**src/rtl/fruit_pkg.sv**
```systemverilog
// fruit_pkg: types and screen constants shared by the fruit spawner and the
// fruit motion stage.
//   spawner_state_t : launch FSM states
//   fruit_kind_t    : 2-bit fruit type carried with every launch
//   X_MAX / Y_MAX   : last visible pixel column / row
//   LFSR_TAPS       : Galois feedback mask for x^16+x^14+x^13+x^11
package fruit_pkg;

  localparam int unsigned X_MAX = 639;
  localparam int unsigned Y_MAX = 479;

  localparam int unsigned LFSR_W = 16;
  localparam logic [LFSR_W-1:0] LFSR_TAPS = 16'hB400;

  localparam int unsigned COORD_W = 10;
  localparam int unsigned COUNT_W = 8;

  typedef enum logic [1:0] {
    IDLE  = 2'd0,
    WAIT  = 2'd1,
    ARMED = 2'd2,
    SPAWN = 2'd3
  } spawner_state_t;

  typedef logic [1:0] fruit_kind_t;

endpackage

```
**src/rtl/lfsr16.sv**
```systemverilog
// lfsr16: 16-bit Galois LFSR, one step per enabled clock edge.
//   frame_clk : clock
//   Reset     : asynchronous active-high reset, loads SEED
//   enable    : advance the sequence on this edge
//   value     : current LFSR state
module lfsr16
  import fruit_pkg::*;
#(
  parameter logic [LFSR_W-1:0] SEED = 16'hACE1
) (
  input  logic              frame_clk,
  input  logic              Reset,
  input  logic              enable,
  output logic [LFSR_W-1:0] value
);

  // Shift right; when the bit leaving the bottom is 1, fold in the taps.
  always_ff @(posedge frame_clk or posedge Reset) begin
    if (Reset) begin
      value <= SEED;
    end else if (enable) begin
      value <= value[0] ? ((value >> 1) ^ LFSR_TAPS) : (value >> 1);
    end
  end

endmodule

```
**src/rtl/fruit_spawner.sv**
```systemverilog
// fruit_spawner: decides when a new fruit is launched and with what initial
// state. One frame_clk cycle is one video frame.
//   frame_clk   : frame-rate clock
//   Reset       : asynchronous active-high reset
//   game_run    : launching enabled while high (overrides everything)
//   slot_free   : downstream fruit slot can accept a new fruit
//   fruits_cut  : cut count, shortens the launch interval
//   new_fruit   : one-cycle launch strobe
//   spawn_x     : start X position
//   spawn_x_vel : X velocity, two's complement
//   spawn_y_vel : Y velocity, two's complement, negative is upward
//   spawn_kind  : fruit type
//   spawn_count : launches since reset, saturating at 255
module fruit_spawner
  import fruit_pkg::*;
#(
  parameter logic [LFSR_W-1:0] LFSR_SEED     = 16'hACE1,
  parameter int unsigned       BASE_INTERVAL = 90,
  parameter int unsigned       MIN_INTERVAL  = 20,
  parameter int unsigned       X_MIN         = 64,
  parameter int unsigned       X_MID         = 320,
  parameter int unsigned       VY_BASE       = 8
) (
  input  logic               frame_clk,
  input  logic               Reset,
  input  logic               game_run,
  input  logic               slot_free,
  input  logic [COUNT_W-1:0] fruits_cut,
  output logic               new_fruit,
  output logic [COORD_W-1:0] spawn_x,
  output logic [COORD_W-1:0] spawn_x_vel,
  output logic [COORD_W-1:0] spawn_y_vel,
  output fruit_kind_t        spawn_kind,
  output logic [COUNT_W-1:0] spawn_count
);

  localparam int unsigned DIFF_W = 9;
  localparam int unsigned CNT_W  = $clog2(BASE_INTERVAL + 1);

  spawner_state_t     state;
  logic [CNT_W-1:0]   wait_cnt;
  logic [LFSR_W-1:0]  rnd;

  logic [DIFF_W-1:0]  diff_c;
  logic [CNT_W-1:0]   interval_c;
  logic [COORD_W-1:0] x_c;
  logic [COORD_W-1:0] mag_c;
  logic [COORD_W-1:0] x_vel_c;
  logic [COORD_W-1:0] y_vel_c;

  // Free-running random source; steps every frame regardless of state.
  lfsr16 #(
    .SEED (LFSR_SEED)
  ) u_lfsr (
    .frame_clk (frame_clk),
    .Reset     (Reset),
    .enable    (1'b1),
    .value     (rnd)
  );

  // Launch interval shrinks by two frames per cut, floored at MIN_INTERVAL.
  always_comb begin
    diff_c     = {fruits_cut, 1'b0};
    interval_c = CNT_W'(MIN_INTERVAL);
    if (diff_c < DIFF_W'(BASE_INTERVAL - MIN_INTERVAL)) begin
      interval_c = CNT_W'(DIFF_W'(BASE_INTERVAL) - diff_c);
    end
  end

  // Launch fields from the current LFSR value; X velocity points toward centre.
  always_comb begin
    x_c     = COORD_W'(X_MIN) + COORD_W'(rnd[8:0]);
    mag_c   = COORD_W'(rnd[10:9]) + COORD_W'(1);
    x_vel_c = (x_c < COORD_W'(X_MID)) ? mag_c : (COORD_W'(0) - mag_c);
    y_vel_c = COORD_W'(0) - (COORD_W'(VY_BASE) + COORD_W'(rnd[13:11]));
  end

  // Launch FSM; game_run low sends every state back to IDLE without a strobe.
  always_ff @(posedge frame_clk or posedge Reset) begin
    if (Reset) begin
      state       <= IDLE;
      wait_cnt    <= '0;
      new_fruit   <= 1'b0;
      spawn_x     <= '0;
      spawn_x_vel <= '0;
      spawn_y_vel <= '0;
      spawn_kind  <= '0;
      spawn_count <= '0;
    end else begin
      new_fruit <= 1'b0;
      if (!game_run) begin
        state <= IDLE;
      end else begin
        case (state)
          IDLE: begin
            wait_cnt <= interval_c;
            state    <= WAIT;
          end
          WAIT: begin
            wait_cnt <= wait_cnt - CNT_W'(1);
            if (wait_cnt == CNT_W'(1)) begin
              state <= ARMED;
            end
          end
          ARMED: begin
            if (slot_free) begin
              spawn_x     <= x_c;
              spawn_x_vel <= x_vel_c;
              spawn_y_vel <= y_vel_c;
              spawn_kind  <= fruit_kind_t'(rnd[15:14]);
              new_fruit   <= 1'b1;
              if (spawn_count != '1) begin
                spawn_count <= spawn_count + COUNT_W'(1);
              end
              state <= SPAWN;
            end
          end
          SPAWN: begin
            wait_cnt <= interval_c;
            state    <= WAIT;
          end
          default: state <= IDLE;
        endcase
      end
    end
  end

endmodule

```
**config.mk**
```make
export PLATFORM = sky130hd
export DESIGN_NAME = fruit_spawner
export DESIGN_NICKNAME = d
export VERILOG_FILES = /design/src/rtl/fruit_pkg.sv /design/src/rtl/lfsr16.sv /design/src/rtl/fruit_spawner.sv
export SDC_FILE = /design/constraint.sdc
export NUM_CORES = 1
export LEC_CHECK = 0
export ABC_AREA = 1
export ABC_CLOCK_PERIOD_IN_PS = 3500
export CELL_PAD_IN_SITES_DETAIL_PLACEMENT = 2
export CELL_PAD_IN_SITES_GLOBAL_PLACEMENT = 2
export CORE_MARGIN = 3
export CORE_UTILIZATION = 40
export DETAILED_ROUTE_END_ITERATION = 6
export DONT_BUFFER_PORTS = 1
export GPL_ROUTABILITY_DRIVEN = 0
export PLACE_DENSITY = 0.88
export SLEW_MARGIN = 20
export SYNTH_ARGS = -nofsm -noshare
export SYNTH_HDL_FRONTEND = slang
export SYNTH_SLANG_ARGS = --single-unit
```
**constraint.sdc**
```tcl
create_clock -name frame_clk -period 3.5 [get_ports frame_clk]
set_clock_uncertainty 0.1 [all_clocks]
set_input_delay 0.7 -clock frame_clk [delete_from_list [all_inputs] [get_ports frame_clk]]
set_output_delay 0.7 -clock frame_clk [all_outputs]
set_load 0.005 [all_outputs]
```
# After elaboration in Yosys (flattened, before gate mapping)
# Cells that the tools add are included.
[classes] n_addsub=8 n_lt_le_gt_ge=2 eq_ne=7 muxes=11 bitwise=1 reduce_logical=7
[ops] op="$mux 16" count=1
[ops] op="$pmux 7 s2" count=1
[ops] op="$add 7x9->10 const A" count=1
[ops] op="$lt 10x9->1 const B" count=1
[ops] op="$mux 10" count=1
[ops] op="$lt 9x7->1 const B" count=1
[ops] op="$add 8x1->8 const B" count=1
[ops] op="$ne 8x8->1 const B" count=1
[ops] op="$eq 7x1->1 const B" count=1
[ops] op="$mux 7" count=1
[ops] op="$sub 7x1->7 const B" count=1
[ops] op="$sub 7x7->7 const A" count=1
[ops] op="$mux 2" count=3
[ops] op="$ne 3x3->1 const B" count=2
[ops] op="$pmux 2 s3" count=1
[ops] op="$sub 1x5->6 const A" count=1
[ops] op="$add 4x3->5 const A" count=1
[ops] op="$eq 2x2->1 const B" count=2
[ops] op="$not 3->4" count=1
[ops] op="$reduce_and 2->1" count=2
[ops] op="$reduce_and 4->1" count=1
[ops] op="$sub 1x3->4 const A" count=1
[ops] op="$add 2x1->3 const B" count=1
[ops] op="$mux 1" count=3
[ops] op="5 further kinds" count=5
[word_totals] register_bits=66 inputBits=12 out_inout_bits=41 elab_cells=45

# Logic depth before layout (Yosys ltp)
# Gate-level depths: netlist of run 1.
[depth] ltp_word=4 ltp_mapped=10 depth_no_buf=10

# Modules after synthesis
# A second synthesis of run 1 with hierarchy kept.
[hier_totals] cells_unflattened=346 hier_area_um2=2912.8
[modules_own_cells] mod="fruit_spawner" n_inst=1 cells_each=275 area_per_inst_um2=2228.4 seq_area_each_um2=975.9
[modules_own_cells] mod="lfsr16" n_inst=1 cells_each=71 area_per_inst_um2=684.4 seq_area_each_um2=410.4

# Least setup slack after synthesis of run 1
# Ideal clock, no wire load.
[synth_timing] kind="input -> register" startpoint="in fruits_cut[1]" endpoint="reg wait_cnt[6]" setup_time_ns=0.065 arrival_time_ns=1.358 t_required_ns=3.335 setup_slack_ns=1.977 stages=10 n_path_buf=0 path_cell_list="ha_1 -> nand2_1 -> nand2_1 -> nand2_1 -> nand2_1 -> nor2_1 -> nand2_1 -> nand2_1 -> nand2_1 -> nand2_1"
[synth_via] elab_chain_cells=3 elab_cells_between_ends=4 classes_between="add/sub (1); order compare (1); mux (2)"
[synth_lines] element="start: declaration" line_no="fruit_spawner.sv:28" text="input logic [COUNT_W-1:0] fruits_cut,"
[synth_lines] element="$lt 9x7->1 / $sub 7x7->7 (equally long branches)" line_no="fruit_spawner.sv:65, fruit_spawner.sv:66"
[synth_lines] element="$mux 7 (*)" line_no="fruit_spawner.sv:65" text="if (diff_c < DIFF_W'(BASE_INTERVAL - MIN_INTERVAL)) begin"
[synth_lines] element="$pmux 7 s2 (*)" line_no="fruit_spawner.sv:94" text="case (state)"
[synth_lines] element="end signal: assignment" line_no="fruit_spawner.sv:96" text="wait_cnt <= interval_c;"
[synth_lines] element="end signal: assignment" line_no="fruit_spawner.sv:100" text="wait_cnt <= wait_cnt - CNT_W'(1);"
[synth_lines] element="end signal: assignment" line_no="fruit_spawner.sv:119" text="wait_cnt <= interval_c;"
[synth_lines] element="end: declaration" line_no="fruit_spawner.sv:41" text="logic [CNT_W-1:0] wait_cnt;"
# Every way passes the cells marked *; elsewhere a longest branch is shown, timed or not.
# A chain may end at the register's enable or synchronous reset.

# Worst setup path in the final report of run 1
[layout_timing] startpoint="reg state[0]" endpoint="reg spawn_count[4]"
[layout_via] elab_chain_cells=2
[layout_lines] element="start: declaration" line_no="fruit_spawner.sv:40" text="spawner_state_t state;"
[layout_lines] element="start signal: assignment" line_no="fruit_spawner.sv:81" text="state <= IDLE;"
[layout_lines] element="start signal: assignment" line_no="fruit_spawner.sv:92" text="state <= IDLE;"
[layout_lines] element="start signal: assignment" line_no="fruit_spawner.sv:97" text="state <= WAIT;"
[layout_lines] element="$eq 2x2->1" line_no="fruit_spawner.sv:94"
[layout_lines] element="$reduce_and 4->1 (no line)"
[layout_lines] element="end signal: assignment" line_no="fruit_spawner.sv:113" text="spawn_count <= spawn_count + COUNT_W'(1);"
[layout_lines] element="end: declaration" line_no="fruit_spawner.sv:34" text="output logic [COUNT_W-1:0] spawn_count"
# Every way passes these cells.

==> results of run 1 <==
==> worst max-delay path by stage <==
stage                         start        endpoint  cells after the start
after detailed placement   state[0]  spawn_count[4]                      6
after floorplan               Reset       new_fruit                      1
after global placement    slot_free  spawn_y_vel[8]                      3
after global routing       state[0]  spawn_count[5]                      6
final                      state[0]  spawn_count[4]                      6
after CTS                  state[0]  spawn_count[5]                      6
==> report_power, final <==
group | switching, uW | total, uW | internal [uW]
Sequential | 116 | 853 | 737
Combinational | 340 | 508 | 168
Clock | 222 | 438 | 216
Total | 679 | 1800 | 1120
==> state kept, by name, summed over array words and instances, names as in the netlist <==
register	flops
spawn_y_vel	5
state	2
new_fruit	1
wait_cnt	7
spawn_kind	2
spawn_x	10
u_lfsr.value	16
spawn_count	8
spawn_x_vel	4
==> per-stage QoR <==
stage | cell area (um^2) | hold slack (ps)
2_1_floorplan | 2670 | 254
3_3_place_gp | 2670 | 261
3_5_place_dp | 2670 | 267
4_1_cts | 2790 | 138
5_1_grt | 2790 | 148
6_report | 2790 | 134
==> cell families after synthesis <==
logic type / count (synthesis)
compound gates: 21
xor+xnor: 12
fa+ha+maj: 13
buf+inv: 46
flops: 55
simple gates: 157
==> worst reg2reg max path, delay by kind of cell (launching register included) <==
kind	cells	cell delay (ps)
buf+inv	1	100
fa+ha+maj	1	220
simple gates	2	440
compound gates	1	390
xor+xnor	1	170
flops	1	430
==> per-layer routing <==
metal,wire length [um],part of all wire (%)
met1,2600,41
met2,3520,55
met3,200,3.1
met4,89,1.4
met5,0,0
==> area by class of cell <==
| type | count | area (um^2) | area share [%] |
|---|---|---|---|
| clock buffer | 5 | 68.8 | 2.47 |
| timing repair buffer | 1 | 7.51 | 0.269 |
| inverter | 32 | 120 | 4.31 |
| multi-input combinational | 203 | 1060 | 38.1 |
| sequential | 55 | 1390 | 49.7 |
| clock inverter | 3 | 46.3 | 1.66 |
| tap | 77 | 96.3 | 3.46 |
==> synth_stat cells <==
| cell type | count |
|---|---|
| dfstp_2 | 8 |
| o21ai_1 | 2 |
| nor2_1 | 23 |
| nor3_1 | 1 |
| or2_2 | 1 |
| xnor2_1 | 4 |
| a21oi_1 | 5 |
| nand4_1 | 5 |
| o21ai_0 | 9 |
| clkbuf_1 | 2 |
| nand2_1 | 103 |
| o31ai_1 | 1 |
| ha_1 | 13 |
| nor2_4 | 2 |
| nand3b_1 | 1 |
| a21oi_4 | 1 |
| inv_1 | 30 |
| xor2_1 | 8 |
| nand3_1 | 19 |
| buf_4 | 12 |
| inv_2 | 2 |
| a21oi_2 | 1 |
| nand3_4 | 1 |
| dfrtp_1 | 47 |
| a22o_1 | 1 |
| nor3b_1 | 1 |
| o21a_1 | 1 |
==> out/summary.txt, run 1 <==
outcome = complete, no violations
Syn Inst Count = 304
Synth Area in Compound Gates = 4.83%
CP Launch Type = register
drc violations = 0
Placed Cells incl. Taps = 368
num rows = 29
CP max stage cell = dfrtp_1
Syn. warnings = 0
layout cells sized above 1 = 8.70%
Wirelength per Cell = 17.0 um
initial antenna violation count = 0
area of the die = 7680 um^2
Root Driver = clkbuf_8
worst min path class = in2async
Critical Path, Cell by Cell = inv_1 -> ha_1 -> nand3_4 -> a21oi_4 -> nand2_1 -> xor2_1
Max Slew Vio Count = 0
Ports = 53
Initial Util = 41.5%
Antenna Nets Post-Route = 0
register area share after synthesis = 52.0%
most common cell after layout, fill and taps aside = nand2_1
mux cell area share after synthesis = 0%
met3 Use GR = 3.95%
initial drt markers = 33
RR Endpoint = spawn_count[4]
critical path's top delay family = flip-flops
WP data arrival = 2050 ps
area share of and/or/nand/nor cells after synthesis = 25.0%
Filler cells = 729
xor/xnor cell area share of the yosys netlist = 3.94%
Final Non-Filler Cells = 376
Largest stage delay, worst path = 430 ps
commonest cells after routing, fill and taps aside = nand2_1 (103), dfrtp_1 (47), inv_1 (29)
grt total ovfl = 0
Distinct cells, synth = 27
Avg Vias per Cell = 5.19
RSZ-0062 raised after global routing = no
Worst Max-Slew Pin Slew = 475 ps
Nets = 323
GR Layer Usage met2 = 34.4%
Setup TNS Final = 0 ps
first-pass GRT wire length = 11100 um
crit end category = register
largest net degree at the start of global routing = 38
Critical Path Fanout Max = 28
DRT Pass-1 Iters = 4
clk sinks = 55
part of the cycle the worst path needs = 55.4%
Critical Path RT = 3620 ps
flops & latches, synth = 55
P&R area growth vs syn = 4.55%
syn nets = 329
Max Freq = 516 MHz
cell taking the most area after synthesis = dfrtp_1
clock transition at the registers of the reported paths = 110 ps
vias in the first global route = 2294
largest cells by area after synthesis = dfrtp_1 (44%), nand2_1 (15%), dfstp_2 (7.9%), ha_1 (6.1%), inv_1 (4.2%)
M1 GR Usage = 21.3%
Power Total = 1800 uW
Final Hold Fails = 0
CTS buffer count = 5
hpwl dp = 4760 um
Worst Setup Path Type = reg2reg
pre-CTS setup slack = 1540 ps
Peak VDD IR = 272 uV
Final WS setup = 1560 ps
reg2reg path depth = 6
worst r2r src = state[0]
post-synthesis adder-cell area fraction = 6.10%
core area = 6420 um^2
Avg Cell Area, Syn = 8.77 um^2
Slew headroom = 68.4%
PostCTS Resize Cnt = 0
P per Cell Area = 645 nW/um^2
# diodes = 0
Lkg Pwr = 0.00143 uW
buffer levels on the longest clock path = 2
Final Critical Period = 1940 ps
TritonCTS clock tree = built
max capacitance violation total = 0
All-Layer GR Usage = 18.6%
final setup vio count = 0
Die Y = 87.6 um
GRT Max-Usage Layer = met2
main combinational cell family by area after synthesis = simple AND/OR/NAND/NOR gates
CP bufs+invs = 1
PortBufs = 0
CTS Hold Bufs = 0
Post CTS Setup Buffer Count = 0
R2R setup slack = 1560 ps
vias post-DR = 1950
post-layout util = 43.4%
Skew-Pair Late Insertion Delay = 320 ps
Die Width = 87.6 um
area of the mapped netlist = 2670 um^2
drt total wl = 6410 um
Yosys top cell area share = 44.1%
H-Tree Depth = 2
(Power assumes the default switching activity.)
==> run 2: changes to the inputs <==
Settings changed: ABC_CLOCK_PERIOD_IN_PS 3500 to 1700, CORE_UTILIZATION 40 to 34, PLACE_DENSITY 0.88 to 0.8.
Clock period 3.5 ns to 1.7 ns, I/O delays scaled along.
==> run 2 against run 1 <==
Design area grew 3.9%. Hold slack got worse by 38 ps. Non-clock buffer count up 9. Maximum frequency increased by 21%. Critical endpoint is now wait_cnt[2]. Die area grew 16%. First-iteration DRC count increased by 120%. Worst setup slack worse by 1500 ps. Sequential share of layout area decreased by 1.8 points. Clock power grew 78%. Highest routed layer unchanged. Sequential power grew 110%.
==> out/summary.txt, run 2 (synthesized netlist as in run 1, its figures left out) <==
outcome = complete, no violations
drt total wl = 6790 um
Root Driver = clkbuf_8
Critical Path, Cell by Cell = inv_1 -> ha_1 -> buf_4 -> a21oi_1 -> o21ai_1 -> nand3_1 -> nand2_1
hold slack final = 96.5 ps
Power Total = 3710 uW
RR Endpoint = wait_cnt[2]
Final Critical Period = 1600 ps
max reg flops = 16
crit end category = register
Critical Path Fanout Max = 4
CTS buffer count = 5
Lkg Pwr = 0.00147 uW
DRT Pass-1 Iters = 4
Largest stage delay, worst path = 430 ps
routed wl met3 = 348 um
vias post-DR = 1998
post-layout util = 38.9%
most common cell after layout, fill and taps aside = nand2_1
buffer levels on the longest clock path = 2
largest registers = u_lfsr.value (16), spawn_x (10), spawn_count (8)
clk sinks = 55
layout cells sized above 1 = 11.3%
vias in the first global route = 2236
Setup crit end = wait_cnt[2]
Antenna Nets Post-Route = 0
Critical Path Source = state[0]
Top reg by flops = u_lfsr.value
clock transition at the registers of the reported paths = 110 ps
Worst Setup Path Type = reg2reg
TritonCTS clock tree = built
hpwl dp = 5000 um
area of the die = 8940 um^2
Ports = 53
CP max stage cell = dfrtp_1
Initial Util = 35.8%
Max Slew Vio Count = 0
# diodes = 0
Max Freq = 623 MHz
H-Tree Depth = 2
max capacitance violation total = 0
Nets = 333
initial drt markers = 73
Skew-Pair Late Insertion Delay = 320 ps
Avg Vias per Cell = 4.90
WP data arrival = 1720 ps
final setup vio count = 0
Worst Max-Slew Pin Slew = 429 ps
grt total ovfl = 0
Die Y = 94.6 um
worst r2r src = state[0]
Critical Path RT = 1820 ps
Wirelength per Cell = 16.6 um
worst min path class = in2reg
reg2reg path depth = 7
top sig layer = met4
initial antenna violation count = 0
R2R setup slack = 100 ps
largest net degree at the start of global routing = 41
commonest cells after routing, fill and taps aside = nand2_1 (103), dfrtp_1 (47), inv_1 (29)
Die Width = 94.6 um
core area = 7450 um^2
M1 WL = 2840 um
num rows = 31
Final Hold Fails = 0
drc violations = 0
part of the cycle the worst path needs = 94.4%
PortBufs = 0
Peak VDD IR = 387 uV
routed wl met2 = 3530 um
Slew headroom = 71.3%
first-pass GRT wire length = 11200 um
P&R area growth vs syn = 8.59%
P per Cell Area = 1280 nW/um^2
Setup TNS Final = 0 ps
CP Launch Type = register
All-Layer GR Usage = 16.3%
Filler cells = 832
## run 2: cell count changes in the layout (fill, tap and decap cells not counted), sizes merged
cell         change
buf              +8
a21oi            +1
bufinv           -1
clkinv           +1
clkinvlp         +1
dlygate4sd3      +1
inv              -1
## run 2: worst min-delay path by stage
| stage | start | to | slack [ps] | cells after the start |
|---|---|---|---|---|
| after floorplan | u_lfsr.value[2] | u_lfsr.value[1] | 250 | 0 |
| after global routing | fruits_cut[0] | wait_cnt[1] | 90 | 3 |
| after CTS | fruits_cut[0] | wait_cnt[1] | 80 | 3 |
| final | fruits_cut[0] | wait_cnt[1] | 100 | 3 |
| after detailed placement | Reset | wait_cnt[5] | 140 | 1 |
| after global placement | Reset | wait_cnt[5] | 130 | 1 |
## run 2: per-stage QoR
step | setup slack [ps] | area (um^2) | instances
floorplan | 251 | 2670 | 304
global placement | 133 | 2750 | 395
detailed placement | 34.8 | 2750 | 395
CTS | 8.01 | 2860 | 404
global route | -45.0 | 2900 | 408
finish | 95.4 | 2900 | 408
## run 2: timing repair
item	CTS	global route
endpoints found under the setup margin	0	12
setup buffers	0	3
hold buffers	1	0
endpoints found under the hold margin	12	0
gates resized for setup	0	2
## run 2: report_power, final
| group | internal (uW) | switching (uW) | leakage, uW | total, uW |
|---|---|---|---|---|
| sequential | 1520 | 252 | 0.000698 | 1770 |
| clock | 304 | 475 | 0.0000463 | 779 |
| combinational | 424 | 736 | 0.000723 | 1160 |
| total | 2240 | 1460 | 0.00147 | 3710 |
## run 2: critical path: cells and delay by family (launching register included)
family | cells | cell delay, ps
simple gates | 2 | 140
compound gates | 2 | 230
flops | 1 | 430
fa+ha+maj | 1 | 340
buf+inv | 2 | 260
## run 2: final cells by class
cell class | count | area [um^2] | share of cell area (%)
Clock buffer | 5 | 68.8 | 2.38
Multi-Input combinational cell | 204 | 1070 | 37.0
Clock inverter | 3 | 27.5 | 0.951
Inverter | 32 | 124 | 4.28
Timing Repair Buffer | 10 | 93.8 | 3.24
Tap cell | 99 | 124 | 4.28
Sequential cell | 55 | 1390 | 47.9
## run 2: layer usage
metal	track usage, %	vias up
li1	-	948
met3	4.54	5
met5	0	-
met4	4.33	0
met2	28.7	33
met1	19.7	1012
